$ cat src/rtl/vga_scan_ctrl_if.sv
// -----------------------------------------------------------------------------
// vga_scan_ctrl_if
// Bundles the scan controller's pixel-source request/response bus and the
// VGA pin outputs into one connection.
//   data_in      12  colour {R,G,B} returned by the pixel sources
//   pixel_X      10  column of the requested pixel
//   pixel_Y       9  row of the requested pixel
//   rdn           1  active-low "visible pixel, data wanted" strobe
//   r/g/b       4 ea VGA colour
//   hs/vs         1  active-low sync
//   frame_start   1  one-clk pulse when (0,0) is requested
// master = the scan controller, slave = the pixel sources / board pins side.
// -----------------------------------------------------------------------------
interface vga_scan_ctrl_if;
  logic [11:0] data_in;
  logic [9:0]  pixel_X;
  logic [8:0]  pixel_Y;
  logic        rdn;
  logic [3:0]  r;
  logic [3:0]  g;
  logic [3:0]  b;
  logic        hs;
  logic        vs;
  logic        frame_start;

  modport master (
    input  data_in,
    output pixel_X, pixel_Y, rdn, r, g, b, hs, vs, frame_start
  );

  modport slave (
    output data_in,
    input  pixel_X, pixel_Y, rdn, r, g, b, hs, vs, frame_start
  );
endinterface

$ cat src/rtl/vga_scan_ctrl.sv
// -----------------------------------------------------------------------------
// vga_scan_ctrl
// Generates VGA raster timing (640x480@60 Hz by default) from the system clock.
// Stage 0 publishes the pixel coordinate and read strobe to the pixel sources;
// stage 1, one pixel tick later, samples their colour and drives the pins with
// the sync signals delayed by the same tick so colour and sync stay aligned.
// Ports:
//   clk   system clock (only clock)
//   clrn  synchronous active-low reset
//   vga   vga_scan_ctrl_if.master (coordinate request, colour in, VGA pins)
// -----------------------------------------------------------------------------
module vga_scan_ctrl #(
  parameter int CLK_DIV = 4,
  parameter int H_VIS   = 640,
  parameter int H_FP    = 16,
  parameter int H_SYNC  = 96,
  parameter int H_BP    = 48,
  parameter int V_VIS   = 480,
  parameter int V_FP    = 10,
  parameter int V_SYNC  = 2,
  parameter int V_BP    = 33
) (
  input  logic            clk,
  input  logic            clrn,
  vga_scan_ctrl_if.master vga
);

  localparam int H_TOTAL = H_VIS + H_FP + H_SYNC + H_BP;
  localparam int V_TOTAL = V_VIS + V_FP + V_SYNC + V_BP;
  localparam int DIV_W   = (CLK_DIV > 1) ? $clog2(CLK_DIV) : 1;

  localparam logic [DIV_W-1:0] DIV_LAST = DIV_W'(CLK_DIV - 1);
  localparam logic [9:0] H_LAST   = 10'(H_TOTAL - 1);
  localparam logic [9:0] V_LAST   = 10'(V_TOTAL - 1);
  localparam logic [9:0] H_VIS_C  = 10'(H_VIS);
  localparam logic [9:0] V_VIS_C  = 10'(V_VIS);
  localparam logic [9:0] HS_START = 10'(H_VIS + H_FP);
  localparam logic [9:0] HS_END   = 10'(H_VIS + H_FP + H_SYNC);
  localparam logic [9:0] VS_START = 10'(V_VIS + V_FP);
  localparam logic [9:0] VS_END   = 10'(V_VIS + V_FP + V_SYNC);

  logic [DIV_W-1:0] div_q, div_d;
  logic [9:0]       h_q, h_d;
  logic [9:0]       v_q, v_d;
  logic [9:0]       pixel_x_q, pixel_x_d;
  logic [8:0]       pixel_y_q, pixel_y_d;
  logic             rdn_q, rdn_d;
  logic             hs_req_q, hs_req_d;
  logic             vs_req_q, vs_req_d;
  logic [11:0]      rgb_q, rgb_d;
  logic             hs_q, hs_d;
  logic             vs_q, vs_d;
  logic             frame_start_q, frame_start_d;

  logic tick;
  logic visible;
  logic hs_raw;
  logic vs_raw;

  // h_cnt/v_cnt name the position that the next tick will publish, so the
  // very first tick after reset requests (0,0) and the counters step past it.
  // Stage-0 registers load from the counters as they stand before the step.
  always_comb begin
    tick    = (div_q == DIV_LAST);
    visible = (h_q < H_VIS_C) && (v_q < V_VIS_C);
    hs_raw  = !((h_q >= HS_START) && (h_q < HS_END));
    vs_raw  = !((v_q >= VS_START) && (v_q < VS_END));

    div_d         = tick ? '0 : div_q + DIV_W'(1);
    h_d           = h_q;
    v_d           = v_q;
    pixel_x_d     = pixel_x_q;
    pixel_y_d     = pixel_y_q;
    rdn_d         = rdn_q;
    hs_req_d      = hs_req_q;
    vs_req_d      = vs_req_q;
    rgb_d         = rgb_q;
    hs_d          = hs_q;
    vs_d          = vs_q;
    frame_start_d = tick && (h_q == 10'd0) && (v_q == 10'd0);

    if (tick) begin
      if (h_q == H_LAST) begin
        h_d = 10'd0;
        v_d = (v_q == V_LAST) ? 10'd0 : v_q + 10'd1;
      end else begin
        h_d = h_q + 10'd1;
      end

      // Coordinates freeze at the last visible pixel during blanking so the
      // sources never see an out-of-range address.
      rdn_d    = !visible;
      hs_req_d = hs_raw;
      vs_req_d = vs_raw;
      if (visible) begin
        pixel_x_d = h_q;
        pixel_y_d = v_q[8:0];
      end

      // Stage 1 uses the previous request's strobe, which is exactly the
      // request the sampled data_in answers.
      rgb_d = rdn_q ? 12'h000 : vga.data_in;
      hs_d  = hs_req_q;
      vs_d  = vs_req_q;
    end
  end

  // All state, including the prescaler, returns to its idle values on any
  // clock edge with clrn low, so a reset mid-line cuts sync pulses cleanly.
  always_ff @(posedge clk) begin
    if (!clrn) begin
      div_q         <= '0;
      h_q           <= 10'd0;
      v_q           <= 10'd0;
      pixel_x_q     <= 10'd0;
      pixel_y_q     <= 9'd0;
      rdn_q         <= 1'b1;
      hs_req_q      <= 1'b1;
      vs_req_q      <= 1'b1;
      rgb_q         <= 12'h000;
      hs_q          <= 1'b1;
      vs_q          <= 1'b1;
      frame_start_q <= 1'b0;
    end else begin
      div_q         <= div_d;
      h_q           <= h_d;
      v_q           <= v_d;
      pixel_x_q     <= pixel_x_d;
      pixel_y_q     <= pixel_y_d;
      rdn_q         <= rdn_d;
      hs_req_q      <= hs_req_d;
      vs_req_q      <= vs_req_d;
      rgb_q         <= rgb_d;
      hs_q          <= hs_d;
      vs_q          <= vs_d;
      frame_start_q <= frame_start_d;
    end
  end

  assign vga.pixel_X     = pixel_x_q;
  assign vga.pixel_Y     = pixel_y_q;
  assign vga.rdn         = rdn_q;
  assign vga.r           = rgb_q[11:8];
  assign vga.g           = rgb_q[7:4];
  assign vga.b           = rgb_q[3:0];
  assign vga.hs          = hs_q;
  assign vga.vs          = vs_q;
  assign vga.frame_start = frame_start_q;

endmodule

$ cat src/flat_wrapper.sv
// flat-port wrapper written by rule: the top's interface ports become plain ports
module vga_scan_ctrl_flat 
#(
  parameter int CLK_DIV = 4,
  parameter int H_VIS   = 640,
  parameter int H_FP    = 16,
  parameter int H_SYNC  = 96,
  parameter int H_BP    = 48,
  parameter int V_VIS   = 480,
  parameter int V_FP    = 10,
  parameter int V_SYNC  = 2,
  parameter int V_BP    = 33
)
  (clk, clrn, vga_data_in, vga_pixel_X, vga_pixel_Y, vga_rdn, vga_r, vga_g, vga_b, vga_hs, vga_vs, vga_frame_start);
  vga_scan_ctrl_if vga_i ();
  input  logic clk;
  input  logic clrn;
  input wire logic [$bits(vga_i.data_in)-1:0] vga_data_in;
  output wire logic [$bits(vga_i.pixel_X)-1:0] vga_pixel_X;
  output wire logic [$bits(vga_i.pixel_Y)-1:0] vga_pixel_Y;
  output wire logic [$bits(vga_i.rdn)-1:0] vga_rdn;
  output wire logic [$bits(vga_i.r)-1:0] vga_r;
  output wire logic [$bits(vga_i.g)-1:0] vga_g;
  output wire logic [$bits(vga_i.b)-1:0] vga_b;
  output wire logic [$bits(vga_i.hs)-1:0] vga_hs;
  output wire logic [$bits(vga_i.vs)-1:0] vga_vs;
  output wire logic [$bits(vga_i.frame_start)-1:0] vga_frame_start;
  assign vga_i.data_in = vga_data_in;
  assign vga_pixel_X = vga_i.pixel_X;
  assign vga_pixel_Y = vga_i.pixel_Y;
  assign vga_rdn = vga_i.rdn;
  assign vga_r = vga_i.r;
  assign vga_g = vga_i.g;
  assign vga_b = vga_i.b;
  assign vga_hs = vga_i.hs;
  assign vga_vs = vga_i.vs;
  assign vga_frame_start = vga_i.frame_start;
  vga_scan_ctrl #(.CLK_DIV(CLK_DIV), .H_VIS(H_VIS), .H_FP(H_FP), .H_SYNC(H_SYNC), .H_BP(H_BP), .V_VIS(V_VIS), .V_FP(V_FP), .V_SYNC(V_SYNC), .V_BP(V_BP)) u_core (.clk(clk), .clrn(clrn), .vga(vga_i));
endmodule
$ cat config.mk
export PLATFORM = sky130hd
export DESIGN_NAME = vga_scan_ctrl_flat
export DESIGN_NICKNAME = d
export VERILOG_FILES = /design/src/rtl/vga_scan_ctrl_if.sv /design/src/rtl/vga_scan_ctrl.sv /design/src/flat_wrapper.sv
export SDC_FILE = /design/constraint.sdc
export NUM_CORES = 1
export LEC_CHECK = 0
export ABC_AREA = 1
export CAP_MARGIN = 30
export CORE_AREA = 2 2 80 82
export CTS_CLUSTER_SIZE = 40
export DETAILED_ROUTE_END_ITERATION = 10
export DIE_AREA = 0 0 82 84
export PLACE_DENSITY = 0.65
export SETUP_SLACK_MARGIN = 0.5
export SKIP_CTS_REPAIR_TIMING = 1
export SYNTH_ARGS = -nofsm -noshare
export SYNTH_HDL_FRONTEND = slang
export SYNTH_SLANG_ARGS = --single-unit
export TNS_END_PERCENT = 30
$ cat constraint.sdc
create_clock -name clk -period 4.75 [get_ports clk]
set_input_delay 0.95 -clock clk [delete_from_list [all_inputs] [get_ports clk]]
set_output_delay 0.95 -clock clk [all_outputs]
set_load 0.05 [all_outputs]
### After elaboration in Yosys (flattened, before gate mapping)

Cells that the tools add are included.

* register bits after elaboration: 59
* bits of input ports: 14
* output and inout bits: 35
* word-level logic and storage cells: 41

* $add $sub $neg: 3
* magnitude comparators: 6
* eq/ne operators: 3
* mux-type cells: 3
* bitwise operators: 1
* reduce and logical (&&, ||, !) cells: 13

Operators by type and width (count)
* 10-bit by 1-bit adder with 10-bit output, second input constant: 2
* 10-bit == test, second input constant: 2
* 10-bit zero test: 2
* 10-bit less-than comparator, second input constant: 2
* 10-bit by 9-bit less-than comparator with 1-bit output, second input constant: 2
* 10-bit two-way mux: 2
* 12-bit two-way mux: 1
* 10-bit greater-or-equal comparator, second input constant: 1
* 10-bit by 9-bit greater-or-equal comparator with 1-bit output, second input constant: 1
* 1-bit logical AND: 5
* 2-bit AND reduction: 2
* 1-bit zero test: 3
* 2-bit by 1-bit adder with 2-bit output, second input constant: 1
* 2-bit == test, second input constant: 1
* 2-bit OR reduction: 1
* 1-bit NOT: 1

### Longest topological paths before layout

* depth in word-level cells: 3
* gate-level depth with buffers: 9

### Worst setup path before layout

OpenSTA, ideal clock, no wires.

* kind: input to register
* start: input clrn
* end: register u_core.h_q[7]
* setup time: 0.128 ns
* arrival time: 1.620 ns
* slack: 3.002 ns
* cell stages on the path: 4
* buffers on the path: 2
* cell sequence: inv_1 -> clkbuf_1 -> clkbuf_1 -> nor2_1

RTL lines
* start, declared: RTL line flat_wrapper.sv:17 `input logic clrn;`
* end signal, assigned: RTL line vga_scan_ctrl.sv:113 `h_q <= 10'd0;`
* end signal, assigned: RTL line vga_scan_ctrl.sv:126 `h_q <= h_d;`
* end, declared: RTL line vga_scan_ctrl.sv:43 `logic [9:0] h_q, h_d;`

No word-level cell between the ends.

==> run summary <==
Critical Path End Type: flip-flop
initial detailed-routing violation count: 175
Post-route DRC: 0
first-pass GRT wire length: 10.3 mm
Synth Cell Area: 2630 sq um
CTS Sinks: 59
TritonCTS clock tree: built
Max FO, Critical Path: 29
Syn Area/Cell: 7.56 sq um
via/cell ratio: 5.13
Max Cap Viol: 0
post-place setup slack: 1.24 ns
core region area: 6100 sq um
CTS Buf Count: 9
DRT Pass-1 Iters: 4
status: complete, no violations
average wire per standard cell: 12.8 um
Post-Synthesis Cells: 348
peak supply drop: 135 uV
# diodes: 0
share of cells above drive strength 1: 4.83%
largest net degree at the start of global routing: 30
Final GP Congestion: 0.999
Pleak: 1.23 nW
input/output buffers: 48
GRT Total Usage: 19.2%
starting density of the core: 43.2%
die area: 6890 sq um
clock skew: 0.00460 ns
nets: 410
setup violators final: 0
highest clock rate: 323 MHz
worst rel slew slack: 38.9%
Worst Tran Pin Value: 0.913 ns
Routed Antenna Nets: 0
CP Launch Type: input port
IO Count: 49
crit path DAT: 3.33 ns
Congestion Overflow GR: 0
DR vias: 2,409
most frequent cells in the layout: nand2_1 (81), dfxtp_1 (59), clkdlybuf4s50_1 (48), nor2_1 (38), a21oi_1 (36)
Netlist cell types: 27
Synth Register Bits: 59
WS Path Type: input port to flip-flop
Tmin final: 3.10 ns
register area share after synthesis: 44.9%
clock latency on the worst-skew pair: 0.33 ns
final hold vios: 0
FP Rows: 29
Pwr Density: 293 nW/um^2
vias in the first global route: 2,265
Setup TNS: 0 ns
clock transition at the registers of the reported paths: 0.06 ns
Root Driver: clkbuf_8
Layout area overhead: 24.8%
initial antenna violation count: 0
Max Slew Vio Count: 0
CTS H-Tree Depth: 3
post-DP HPWL: 4.27 mm
Min-Delay Path Class: flip-flop to flip-flop
Final Cycle Share: 65.2%
Ys Warns: 0
Critical Path RT: 4.98 ns
commonest non-fill, non-tap cell in the layout: nand2_1
deepest clock path buffer count: 2
WL final: 6.04 mm
Final WS setup: 1.65 ns
syn_nets: 368
Die W: 82 um
RSZ-0062 raised after global routing: no
Die H: 84 um
-- worst paths after layout --
path / end / slack [ns] / depth (start not counted) / from
min reg2reg: u_core.div_q[0]$_SDFF_PP0_ / 0.44 / 1 / u_core.div_q[0]$_SDFF_PP0_
max reg2reg: u_core.vga.rdn$_SDFFE_PN1P_ / 2.32 / 6 / u_core.div_q[0]$_SDFF_PP0_
min: u_core.div_q[0]$_SDFF_PP0_ / 0.44 / 1 / u_core.div_q[0]$_SDFF_PP0_
max: u_core.vs_req_q$_SDFFE_PN1P_ / 1.65 / 6 / clrn
-- flip-flops by register name (all words and copies together) (netlist names) --
register / cells
u_core.rgb_q: 12
u_core.vga.vs: 1
u_core.vga.rdn: 1
u_core.vga.pixel_Y: 9
u_core.vga.frame_start: 1
u_core.div_q: 2
u_core.vga.pixel_X: 10
u_core.vga.hs: 1
u_core.hs_req_q: 1
u_core.v_q: 10
u_core.h_q: 10
u_core.vs_req_q: 1
-- power breakdown --
group,switching [mW],internal [mW]
Sequential,0.00282,0.500
Clock,0.187,0.211
Combinational,0.0403,0.0215
-- metal layers --
| layer | wire [um] | GRT usage [%] | part of all wire (%) | vias to the layer above |
|---|---|---|---|---|
| met3 | 392 | 5.95 | 6.5 | 14 |
| met1 | 2890 | 25.8 | 48 | 1065 |
| li1 | - | - | - | 1250 |
| met2 | 2610 | 27.9 | 43 | 80 |
| met4 | 140 | 8.18 | 2.3 | 0 |
| met5 | 0 | 0 | 0 | - |
-- critical path, stage by stage --
cell and delay (ns):
clkdlybuf4s50_1 0.59, inv_1 0.42, nor2_1 0.85, inv_1 0.25, o21ai_0 0.21, inv_1 0.05
-- kinds of logic (layout without fill, tap and decap cells) --
family,Yosys count,count (layout),share of synthesized area (%)
buffers and inverters,51,96,8.61
AND/OR/NAND/NOR,170,170,28.6
XOR/XNOR,4,4,1.33
AO/OA/AOI/OAI,58,58,13.7
adder cells (fa/ha/maj),6,6,2.85
flip-flops,59,59,44.9
-- final cells by class --
type / count / area (sq um)
fillers: 590 / 2810
multi-input cells: 238 / 1220
flip-flops and latches: 59 / 1180
repair buffers: 49 / 488
clock buffers: 12 / 155
inverters: 33 / 126
well taps: 77 / 96.3
clock inverters: 2 / 12.5
-- synthesized netlist by cell type --
cell      number  area, sq um
o22a_1         1         8.76
buf_2          7         35.0
nor3_4         1         16.3
o21ai_0        7         35.0
a21oi_1       36          180
nor2_1        38          143
buf_6          2         22.5
ha_1           6         75.1
clkbuf_2       1         5.00
inv_4          1         6.26
a21o_1         1         7.51
a32o_1        12          120
buf_4          2         15.0
nand2_1       81          304
dfxtp_1       59         1180
nand3_2        1         10.0
nand4_1       21          131
nand3_1       18         90.1
o211a_1        1         10.0
nor3_1         5         25.0
xnor2_1        1         8.76
inv_1         32          120
nor4_1         2         12.5
clkbuf_1       6         22.5
xor2_1         3         26.3
nor2_2         2         12.5
nand3b_1       1         7.51
-- metrics by stage --
stage                     total power [mW]  area (sq um)  util, %  hold slack [ns]  std cells
after floorplan                      0.555          2630        -            0.399        348
after global placement               0.576          3120     51.1            0.411        456
after detailed placement             0.577          3120     51.1            0.438        456
after CTS                            0.972          3280     53.9            0.448        470
after global routing                 0.999          3280     53.9            0.466        470
final                                0.963          3280     53.9            0.439        470
(Power assumes the default switching activity.)
